### config.mk
export PLATFORM = sky130hd
export DESIGN_NAME = roi_overlay_tx_flat
export DESIGN_NICKNAME = d
export VERILOG_FILES = /design/src/rtl/roi_overlay_tx_if.sv /design/src/rtl/roi_overlay_tx.sv /design/src/flat_wrapper.sv
export SDC_FILE = /design/constraint.sdc
export NUM_CORES = 1
export LEC_CHECK = 0
export BUFFER_PORTS_ARGS = -buffer_cell sky130_fd_sc_hd__buf_4
export CELL_PAD_IN_SITES_DETAIL_PLACEMENT = 1
export CELL_PAD_IN_SITES_GLOBAL_PLACEMENT = 1
export CORE_MARGIN = 5
export CORE_UTILIZATION = 45
export CTS_CLUSTER_SIZE = 16
export DETAILED_ROUTE_END_ITERATION = 10
export GPL_ROUTABILITY_DRIVEN = 0
export PLACE_DENSITY = 0.88
export SLEW_MARGIN = 20
export SYNTH_ARGS = -nofsm -noshare
export SYNTH_HDL_FRONTEND = slang
export SYNTH_SLANG_ARGS = --single-unit
### constraint.sdc
create_clock -name rx_pclk -period 3.8 [get_ports rx_pclk]
set_input_delay 0.38 -clock rx_pclk [delete_from_list [all_inputs] [get_ports rx_pclk]]
set_output_delay 0.38 -clock rx_pclk [all_outputs]
set_load 0.005 [all_outputs]
### src/rtl/roi_overlay_tx_if.sv
// roi_overlay_tx_if: video bus between the rx pixel source, the overlay
// block and the tx side. The master modport belongs to whoever sources rx
// video and sinks tx video; the slave modport belongs to the overlay block.
interface roi_overlay_tx_if;
  logic        rx_de;
  logic        rx_hsync;
  logic        rx_vsync;
  logic [7:0]  pixel_in;
  logic        tx_de;
  logic        tx_hsync;
  logic        tx_vsync;
  logic [23:0] pixel_out;

  modport master (
    output rx_de, rx_hsync, rx_vsync, pixel_in,
    input  tx_de, tx_hsync, tx_vsync, pixel_out
  );

  modport slave (
    input  rx_de, rx_hsync, rx_vsync, pixel_in,
    output tx_de, tx_hsync, tx_vsync, pixel_out
  );
endinterface

### src/rtl/roi_overlay_tx.sv
// roi_overlay_tx: re-emits the rx video stream on the tx side with the
// tracked ROI drawn as a coloured box. The ROI centre is latched once per
// frame on the vsync rising edge, so the box never tears mid-frame.
// Every output trails its rx input by exactly two pixel clocks.
// Optional build macro CROSSHAIR_EN adds a centre cross inside the box.
module roi_overlay_tx #(
  parameter int          BOX_HALF  = 10,
  parameter logic [23:0] BOX_COLOR = 24'hFF0000,
  parameter int          MAX_X     = 1919,
  parameter int          MAX_Y     = 1079
) (
  input  logic            rx_pclk,
  input  logic            rst,
  roi_overlay_tx_if.slave vid,
  input  logic [11:0]     point_x0,
  input  logic [10:0]     point_y0,
  input  logic            enable_overlay,
  output logic            overlay_active
);

  typedef enum logic {WAIT_FRAME, DRAW} frame_state_t;

  localparam logic [11:0] X_SAT   = 12'hFFF;
  localparam logic [10:0] Y_SAT   = 11'h7FF;
  localparam logic [12:0] HALF_X  = 13'(BOX_HALF);
  localparam logic [12:0] MAX_X13 = 13'(MAX_X);
  localparam logic [11:0] HALF_Y  = 12'(BOX_HALF);
  localparam logic [11:0] MAX_Y12 = 12'(MAX_Y);

  // stage 1 registers
  logic        de1_q, hs1_q, vs1_q;
  logic [7:0]  pix1_q;
  logic        border1_q;
  logic [11:0] x_cnt_q, x_cnt_d;
  logic [10:0] y_cnt_q, y_cnt_d;

  // stage 2 registers (drive the tx side directly)
  logic        de2_q, hs2_q, vs2_q;
  logic [23:0] pix2_q, pix2_d;

  // frame-latched box geometry
  frame_state_t state_q;
  logic         en_q;
  logic         overlay_q;
  logic [11:0]  l_q, r_q, l_d, r_d;
  logic [10:0]  t_q, b_q, t_d, b_d;

  // edge arithmetic intermediates
  logic [12:0] l_sum, r_sum;
  logic [11:0] t_sum, b_sum;

  logic vs_rise, de_fall, drawing, in_x, in_y, on_edge, border_d;

`ifdef CROSSHAIR_EN
  logic [11:0] cx_q;
  logic [10:0] cy_q;
  logic        on_cross;
`endif

  assign vs_rise = vid.rx_vsync & ~vs1_q;
  assign de_fall = ~vid.rx_de & de1_q;
  assign drawing = (state_q == DRAW) & en_q;

  // Next-state for the pixel/line counters; both saturate rather than wrap,
  // and a frame start wins over a line end on the row counter.
  always_comb begin
    x_cnt_d = x_cnt_q;
    y_cnt_d = y_cnt_q;
    if (de_fall) begin
      x_cnt_d = '0;
    end else if (vid.rx_de && x_cnt_q != X_SAT) begin
      x_cnt_d = x_cnt_q + 12'd1;
    end
    if (vs_rise) begin
      y_cnt_d = '0;
    end else if (de_fall && y_cnt_q != Y_SAT) begin
      y_cnt_d = y_cnt_q + 11'd1;
    end
  end

  // Box edges from the live centre point; the low side uses the sign bit of
  // a one-bit-wider difference, the high side clamps to the legal maximum.
  always_comb begin
    l_sum = {1'b0, point_x0} - HALF_X;
    r_sum = {1'b0, point_x0} + HALF_X;
    t_sum = {1'b0, point_y0} - HALF_Y;
    b_sum = {1'b0, point_y0} + HALF_Y;
    l_d   = l_sum[12] ? 12'd0 : l_sum[11:0];
    r_d   = (r_sum > MAX_X13) ? MAX_X13[11:0] : r_sum[11:0];
    t_d   = t_sum[11] ? 11'd0 : t_sum[10:0];
    b_d   = (b_sum > MAX_Y12) ? MAX_Y12[10:0] : b_sum[10:0];
  end

  // Border decision for the pixel currently on the rx inputs.
  always_comb begin
    in_x     = (x_cnt_q >= l_q) && (x_cnt_q <= r_q);
    in_y     = (y_cnt_q >= t_q) && (y_cnt_q <= b_q);
    on_edge  = (x_cnt_q == l_q) || (x_cnt_q == r_q) ||
               (y_cnt_q == t_q) || (y_cnt_q == b_q);
    border_d = drawing && vid.rx_de && in_x && in_y && on_edge;
`ifdef CROSSHAIR_EN
    on_cross = ((x_cnt_q == cx_q) && in_y) || ((y_cnt_q == cy_q) && in_x);
    border_d = border_d || (drawing && vid.rx_de && on_cross);
`endif
  end

  // Output pixel: box colour on the border, grey replicated otherwise,
  // black whenever the delayed data enable is low.
  always_comb begin
    pix2_d = '0;
    if (de1_q) begin
      pix2_d = border1_q ? BOX_COLOR : {3{pix1_q}};
    end
  end

  // Stage 1: register the rx stream, advance counters, capture border hit.
  always_ff @(posedge rx_pclk) begin
    if (rst) begin
      de1_q     <= 1'b0;
      hs1_q     <= 1'b0;
      vs1_q     <= 1'b0;
      pix1_q    <= '0;
      border1_q <= 1'b0;
      x_cnt_q   <= '0;
      y_cnt_q   <= '0;
    end else begin
      de1_q     <= vid.rx_de;
      hs1_q     <= vid.rx_hsync;
      vs1_q     <= vid.rx_vsync;
      pix1_q    <= vid.pixel_in;
      border1_q <= border_d;
      x_cnt_q   <= x_cnt_d;
      y_cnt_q   <= y_cnt_d;
    end
  end

  // Stage 2: registered tx outputs; sync and de are delayed, never altered.
  always_ff @(posedge rx_pclk) begin
    if (rst) begin
      de2_q  <= 1'b0;
      hs2_q  <= 1'b0;
      vs2_q  <= 1'b0;
      pix2_q <= '0;
    end else begin
      de2_q  <= de1_q;
      hs2_q  <= hs1_q;
      vs2_q  <= vs1_q;
      pix2_q <= pix2_d;
    end
  end

  // Frame FSM: waits for the first vsync rise after reset, then re-latches
  // the centre point, enable and box edges on every vsync rise.
  always_ff @(posedge rx_pclk) begin
    if (rst) begin
      state_q   <= WAIT_FRAME;
      en_q      <= 1'b0;
      overlay_q <= 1'b0;
      l_q       <= '0;
      r_q       <= '0;
      t_q       <= '0;
      b_q       <= '0;
    end else if (vs_rise) begin
      state_q   <= DRAW;
      en_q      <= enable_overlay;
      overlay_q <= enable_overlay;
      l_q       <= l_d;
      r_q       <= r_d;
      t_q       <= t_d;
      b_q       <= b_d;
    end
  end

`ifdef CROSSHAIR_EN
  // Cross centre is latched alongside the box edges.
  always_ff @(posedge rx_pclk) begin
    if (rst) begin
      cx_q <= '0;
      cy_q <= '0;
    end else if (vs_rise) begin
      cx_q <= point_x0;
      cy_q <= point_y0;
    end
  end
`endif

  assign vid.tx_de     = de2_q;
  assign vid.tx_hsync  = hs2_q;
  assign vid.tx_vsync  = vs2_q;
  assign vid.pixel_out = pix2_q;
  assign overlay_active = overlay_q;

endmodule

### src/flat_wrapper.sv
// flat-port wrapper written by rule: the top's interface ports become plain ports
module roi_overlay_tx_flat 
#(
  parameter int          BOX_HALF  = 10,
  parameter logic [23:0] BOX_COLOR = 24'hFF0000,
  parameter int          MAX_X     = 1919,
  parameter int          MAX_Y     = 1079
)
  (rx_pclk, rst, point_x0, point_y0, enable_overlay, overlay_active, vid_rx_de, vid_rx_hsync, vid_rx_vsync, vid_pixel_in, vid_tx_de, vid_tx_hsync, vid_tx_vsync, vid_pixel_out);
  roi_overlay_tx_if vid_i ();
  input  logic rx_pclk;
  input  logic rst;
  input  logic [11:0] point_x0;
  input  logic [10:0] point_y0;
  input  logic enable_overlay;
  output logic overlay_active;
  input wire logic [$bits(vid_i.rx_de)-1:0] vid_rx_de;
  input wire logic [$bits(vid_i.rx_hsync)-1:0] vid_rx_hsync;
  input wire logic [$bits(vid_i.rx_vsync)-1:0] vid_rx_vsync;
  input wire logic [$bits(vid_i.pixel_in)-1:0] vid_pixel_in;
  output wire logic [$bits(vid_i.tx_de)-1:0] vid_tx_de;
  output wire logic [$bits(vid_i.tx_hsync)-1:0] vid_tx_hsync;
  output wire logic [$bits(vid_i.tx_vsync)-1:0] vid_tx_vsync;
  output wire logic [$bits(vid_i.pixel_out)-1:0] vid_pixel_out;
  assign vid_i.rx_de = vid_rx_de;
  assign vid_i.rx_hsync = vid_rx_hsync;
  assign vid_i.rx_vsync = vid_rx_vsync;
  assign vid_i.pixel_in = vid_pixel_in;
  assign vid_tx_de = vid_i.tx_de;
  assign vid_tx_hsync = vid_i.tx_hsync;
  assign vid_tx_vsync = vid_i.tx_vsync;
  assign vid_pixel_out = vid_i.pixel_out;
  roi_overlay_tx #(.BOX_HALF(BOX_HALF), .BOX_COLOR(BOX_COLOR), .MAX_X(MAX_X), .MAX_Y(MAX_Y)) u_core (.rx_pclk(rx_pclk), .rst(rst), .vid(vid_i), .point_x0(point_x0), .point_y0(point_y0), .enable_overlay(enable_overlay), .overlay_active(overlay_active));
endmodule
* Yosys cells after proc, flatten, opt, wreduce, memory -nomap -nowiden
Index checks and enable logic that the tools add are counted.
** Storage, ports and cells
- Register bits after elaboration :: 110
- Input bits :: 37
- Output and inout port bits :: 28
** Operators by class
- $add $sub $neg :: 6
- Magnitude comparators :: 6
- Equal/unequal tests :: 6
- Mux-type cells :: 5
- Bitwise gates (word level) :: 6
- Reduce and logical (&&, ||, !) cells :: 15
** Operators by type and width (count)
- $eq A12 B12 Y1 :: 2
- $mux W12 :: 2
- $mux W24 :: 1
- $eq A11 B11 Y1 :: 2
- $mux W11 :: 2
- $add A12 B4 Y13 const B :: 1
- $gt A13 B11 Y1 const B :: 1
- $sub A12 B4 Y13 const B :: 1
- $add A11 B4 Y12 const B :: 1
- $add A12 B1 Y12 const B :: 1
- $ge A12 B12 Y1 :: 1
- $gt A12 B11 Y1 const B :: 1
- $le A12 B12 Y1 :: 1
- $ne A12 B12 Y1 const B :: 1
- $sub A11 B4 Y12 const B :: 1
- $add A11 B1 Y11 const B :: 1
- $ge A11 B11 Y1 :: 1
- $le A11 B11 Y1 :: 1
- $ne A11 B11 Y1 const B :: 1
- $logic_and A1 B1 Y1 :: 8
- $reduce_or A2 Y1 :: 3
- $and A1 B1 Y1 :: 3
- $logic_or A1 B1 Y1 :: 3
- $not A1 Y1 :: 3
- $reduce_or A3 Y1 :: 1

* Longest topological paths before layout
- Depth in word-level cells :: 5
- Mapped depth :: 8
- Gate-level depth less buffers :: 8

* Worst setup path after synthesis
No wires, ideal clock.
- Path kind :: input to register
- Start :: input point_x0[1]
- End :: register u_core.r_q[6]
- Data arrival time :: 1.824 ns
- Required time :: 3.713 ns
- Slack :: 1.889 ns
- Stages on the path :: 7
- Path buffers :: 0
- Cells stage by stage :: ha_1 > nor2_1 > or4b_1 > o22ai_1 > a41oi_1 > o21a_4 > a221oi_2
** On the way
- Longest elaborated chain between the ends :: 3
** RTL lines
- start: declaration :: line flat_wrapper.sv:13 : input logic [11:0] point_x0;
- $add A12 B4 Y13 * :: line roi_overlay_tx.sv:85 : r_sum = {1'b0, point_x0} + HALF_X;
- $gt A13 B11 Y1 :: line roi_overlay_tx.sv:89 : r_d = (r_sum > MAX_X13) ? MAX_X13[11:0] : r_sum[11:0];
- $mux W12 * :: line roi_overlay_tx.sv:89
- end signal: assignment :: line roi_overlay_tx.sv:168 : r_q <= r_d;
- end: declaration :: line roi_overlay_tx.sv:45 : logic [11:0] l_q, r_q, l_d, r_d;
Every way passes the cells marked *; elsewhere a longest branch is shown, timed or not.
A chain may end at the register's enable or synchronous reset.

* Worst setup path in the final report
- Start :: register u_core.y_cnt_q[5]
- End :: register u_core.border1_q
** On the way
- Longest elaborated chain between the ends :: 4
- Elaborated cells between the ends (all ways) :: 9
- Those cells by class :: 2 x order compare; 2 x eq/ne; 5 x reduce/logical
** RTL lines
- start: declaration :: line roi_overlay_tx.sv:35 : logic [10:0] y_cnt_q, y_cnt_d;
- start signal: assignment :: line roi_overlay_tx.sv:133 : y_cnt_q <= y_cnt_d;
- $ge A11 B11 Y1, or another cell as far along :: line roi_overlay_tx.sv:97 : in_y = (y_cnt_q >= t_q) && (y_cnt_q <= b_q);
- $logic_and A1 B1 Y1 / $logic_or A1 B1 Y1 (equally long branches) :: line roi_overlay_tx.sv:97, roi_overlay_tx.sv:98
- $logic_and A1 B1 Y1 / $logic_or A1 B1 Y1 (equally long branches) :: line roi_overlay_tx.sv:100, roi_overlay_tx.sv:99
- $logic_and A1 B1 Y1 * :: line roi_overlay_tx.sv:100 : border_d = drawing && vid.rx_de && in_x && in_y && on_edge;
- end signal: assignment :: line roi_overlay_tx.sv:131 : border1_q <= border_d;
- end: declaration :: line roi_overlay_tx.sv:33 : logic border1_q;
Marks and branches as above.

==> results.json <==
{
  "use_met1_pct": 26.0,
  "setup_viol": 0,
  "synth.most_common_cell": "dfxtp_1",
  "synth_edf_count": 0,
  "reg2reg_to": "u_core.border1_q",
  "p_per_area_nw_per_um2": 391,
  "drtAntennaViolNets": 0,
  "min_path_cells": 2,
  "htreeDepth": 3,
  "fp.dieW_um": 121,
  "busiest_layer": "met2",
  "antenna_found_initial": 0,
  "fin_tns_setup_ns": 0,
  "min_path_type": "primary input to flop",
  "cp_max_fo": 6,
  "top_level_ports": 65,
  "status": "finished, final reports clean",
  "hold_viol": 0,
  "num_rows": 40,
  "cap_viol_max_count": 0,
  "fin_nets": 764,
  "yosys_register_bits": 102,
  "syn-cell-area_um2": 5510,
  "power.share.switching_pct": 27.0,
  "cts_sinks": 102,
  "use_met2_pct": 38.1,
  "arrival_ns": 2.56,
  "drt_iter0_drc": 206,
  "dr.pass1.iters": 4,
  "final.min_clock_period_ns": 2.38,
  "hold_buffers": 0,
  "net-switching-power_mw": 0.664,
  "cellLeakagePower_nw": 2.58,
  "cts_root_buffer": "clkbuf_16",
  "maxSlewViolCount": 0,
  "syn_avg_cell_area_um2": 8.66,
  "r2r-start": "u_core.y_cnt_q[5]",
  "tritoncts": "yes",
  "hpwl_um": 11700,
  "vias": 4770,
  "wl_per_cell_um": 18.6,
  "viasPerCell": 5.77,
  "clock_skew_ns": 0.00652,
  "synth_largest_area_cell": "dfxtp_1",
  "ys_top_cells_by_area": "dfxtp_1 (37%), ha_1 (12%), nor2_1 (4.4%)",
  "core_um2": 12000,
  "drt-total-wl_um": 15400,
  "use_met3_pct": 2.90,
  "yosys_warnings": 0,
  "ctsResizeCount": 0,
  "fmax_mhz": 420,
  "seq_area_frac_synth_pct": 37.1,
  "rsz0062_at_grt": "false",
  "syn-instance-count": 636,
  "yosys-top-cells-count": "dfxtp_1 (102), nor2_1 (65), inv_1 (59)",
  "first_global_vias": 5085,
  "drive_gt1_share_pct": 13.8,
  "synth_flop_cell": "dfxtp_1",
  "worst_hold_slack_ns": 0.251,
  "holdPathEnd": "u_core.pix1_q[4]",
  "fill_cells": 1429,
  "grt_start_max_net_pins": 39,
  "remaining_drc_errors": 0,
  "path_class": "flop to flop",
  "n_antenna_cell": 0,
  "slew_headroom_pct": 42.6,
  "worst_setup_path_start_kind": "flop",
  "yosysTopAreaCellShare_pct": 37.1,
  "p_clk_share_pct": 39.1,
  "rrSetupSlack_ns": 1.42,
  "placed_cell_area_um2": 5980,
  "ir_worst_vdd_mv": 0.212,
  "syn_nets": 726,
  "syn_to_final_growth_pct": 14.0,
  "grt_use_total_pct": 21.6,
  "crit_required_ns": 3.98,
  "power_frac_comb_pct": 14.7,
  "rr_worst_depth": 7,
  "tightestPinTransition_ns": 0.860,
  "cts_made_buffers": 9,
  "fin_crit_sh_pct": 62.7,
  "final_area_um2": 6280,
  "grt_pass1_wl_um": 25200,
  "cp-end-kind": "flop",
  "seqPwrFrac_pct": 46.2,
  "initial_core_util_pct": 45.9,
  "portBuffers": 64,
  "synthDistinctLibCells": 54,
  "post_cts_buffers": 0,
  "hold_start": "vid_pixel_in[4]",
  "clk_pin_slew_ns": 0.07,
  "synthArstFlopShare_pct": 0,
  "p_int_mw": 1.80,
  "overflow": 0,
  "clk_path_buf_depth": 2,
  "dieArea_um2": 14600,
  "dieHeight_um": 121,
  "insertion_delay_ns": 0.34
}
## final cells by class
class / count / area (um^2) / area share (%)
clock buffer: 10 / 239 / 3.80
clock inverter: 6 / 68.8 / 1.10
inverter: 59 / 221 / 3.52
multi-input combinational: 436 / 3030 / 48.3
sequential: 102 / 2040 / 32.5
tap: 147 / 184 / 2.93
timing repair buffer: 66 / 495 / 7.89
## logic make-up after synthesis
logic type,count (synthesis),synth area share [%]
adder cells (fa/ha/maj),53,12.0
buffers and inverters,98,7.90
AND/OR/NAND/NOR,208,18.9
multiplexers,2,0.363
flip-flops,102,37.1
AO/OA/AOI/OAI,125,16.1
XOR/XNOR,48,7.63
## power groups by stage
stage,combinational (mW),sequential (mW),clock (mW)
2_1_floorplan,0.244,1.15,0
3_3_place_gp,0.330,1.16,0
3_5_place_dp,0.356,1.16,0
4_1_cts,0.361,1.14,0.961
5_1_grt,0.398,1.14,1.01
6_report,0.361,1.14,0.962
## stage by stage
stage | total power, mW | instances | worst slack (ns) | utilization [%]
detailed placement | 1.52 | 810 | 1.26 | 49.8
global placement | 1.49 | 810 | 1.44 | 49.8
finish | 2.46 | 826 | 1.42 | 52.3
global route | 2.54 | 826 | 1.27 | 52.3
floorplan | 1.40 | 636 | 1.89 | -
CTS | 2.46 | 826 | 1.46 | 52.3
## how the worst max path moves through the flow
stage,startpoint,endpoint
global placement,point_x0[1],u_core.l_q[1]
floorplan,point_x0[1],u_core.r_q[6]
detailed placement,point_x0[1],u_core.l_q[7]
global route,u_core.y_cnt_q[1],u_core.border1_q
finish,u_core.y_cnt_q[5],u_core.border1_q
CTS,u_core.y_cnt_q[5],u_core.border1_q
## critical path: stages (launching register included)
cell and delay [ns]:
dfxtp_1 0.49, ha_1 0.32, o21a_1 0.21, o211ai_1 0.18, a31oi_1 0.08, nor4_1 0.21, o32ai_1 0.11, a2111oi_0 0.62
## sequential cells by signal, summed over array words and instances (netlist names), 8 cells and up
name                  count
u_core.vid.pixel_out     16
u_core.l_q               12
u_core.r_q               12
u_core.x_cnt_q           12
u_core.b_q               11
u_core.t_q               11
u_core.y_cnt_q           11
u_core.pix1_q             8
## cell usage in the layout (no fill, tap or decap), types with 3 or more instances in the layout
cell	netlist	final
o32ai_1	5	5
nand4_1	19	19
nor4_1	4	4
o21ai_1	4	4
nor3_1	17	17
o21a_1	3	3
nor2b_1	21	21
xor2_1	25	25
a21oi_1	25	25
xnor2_1	23	23
inv_1	59	59
nand2b_1	5	5
or3_1	4	4
o21ai_0	17	17
nand3_1	15	15
nor2_1	65	65
nand2_1	36	36
clkbuf_16	0	9
buf_4	11	66
and3_1	4	4
dfxtp_1	102	102
and2_1	8	8
a211oi_1	9	9
a221oi_2	6	6
a21o_1	3	3
ha_1	53	53
a221oi_1	7	7
o22ai_1	24	24
## layer usage
layer	vias to the layer above	routed length [um]
li1	2280	-
met1	2319	6590
met2	138	7660
met3	33	629
met4	0	482
met5	-	0
Power figures use the tool's default switching activity.
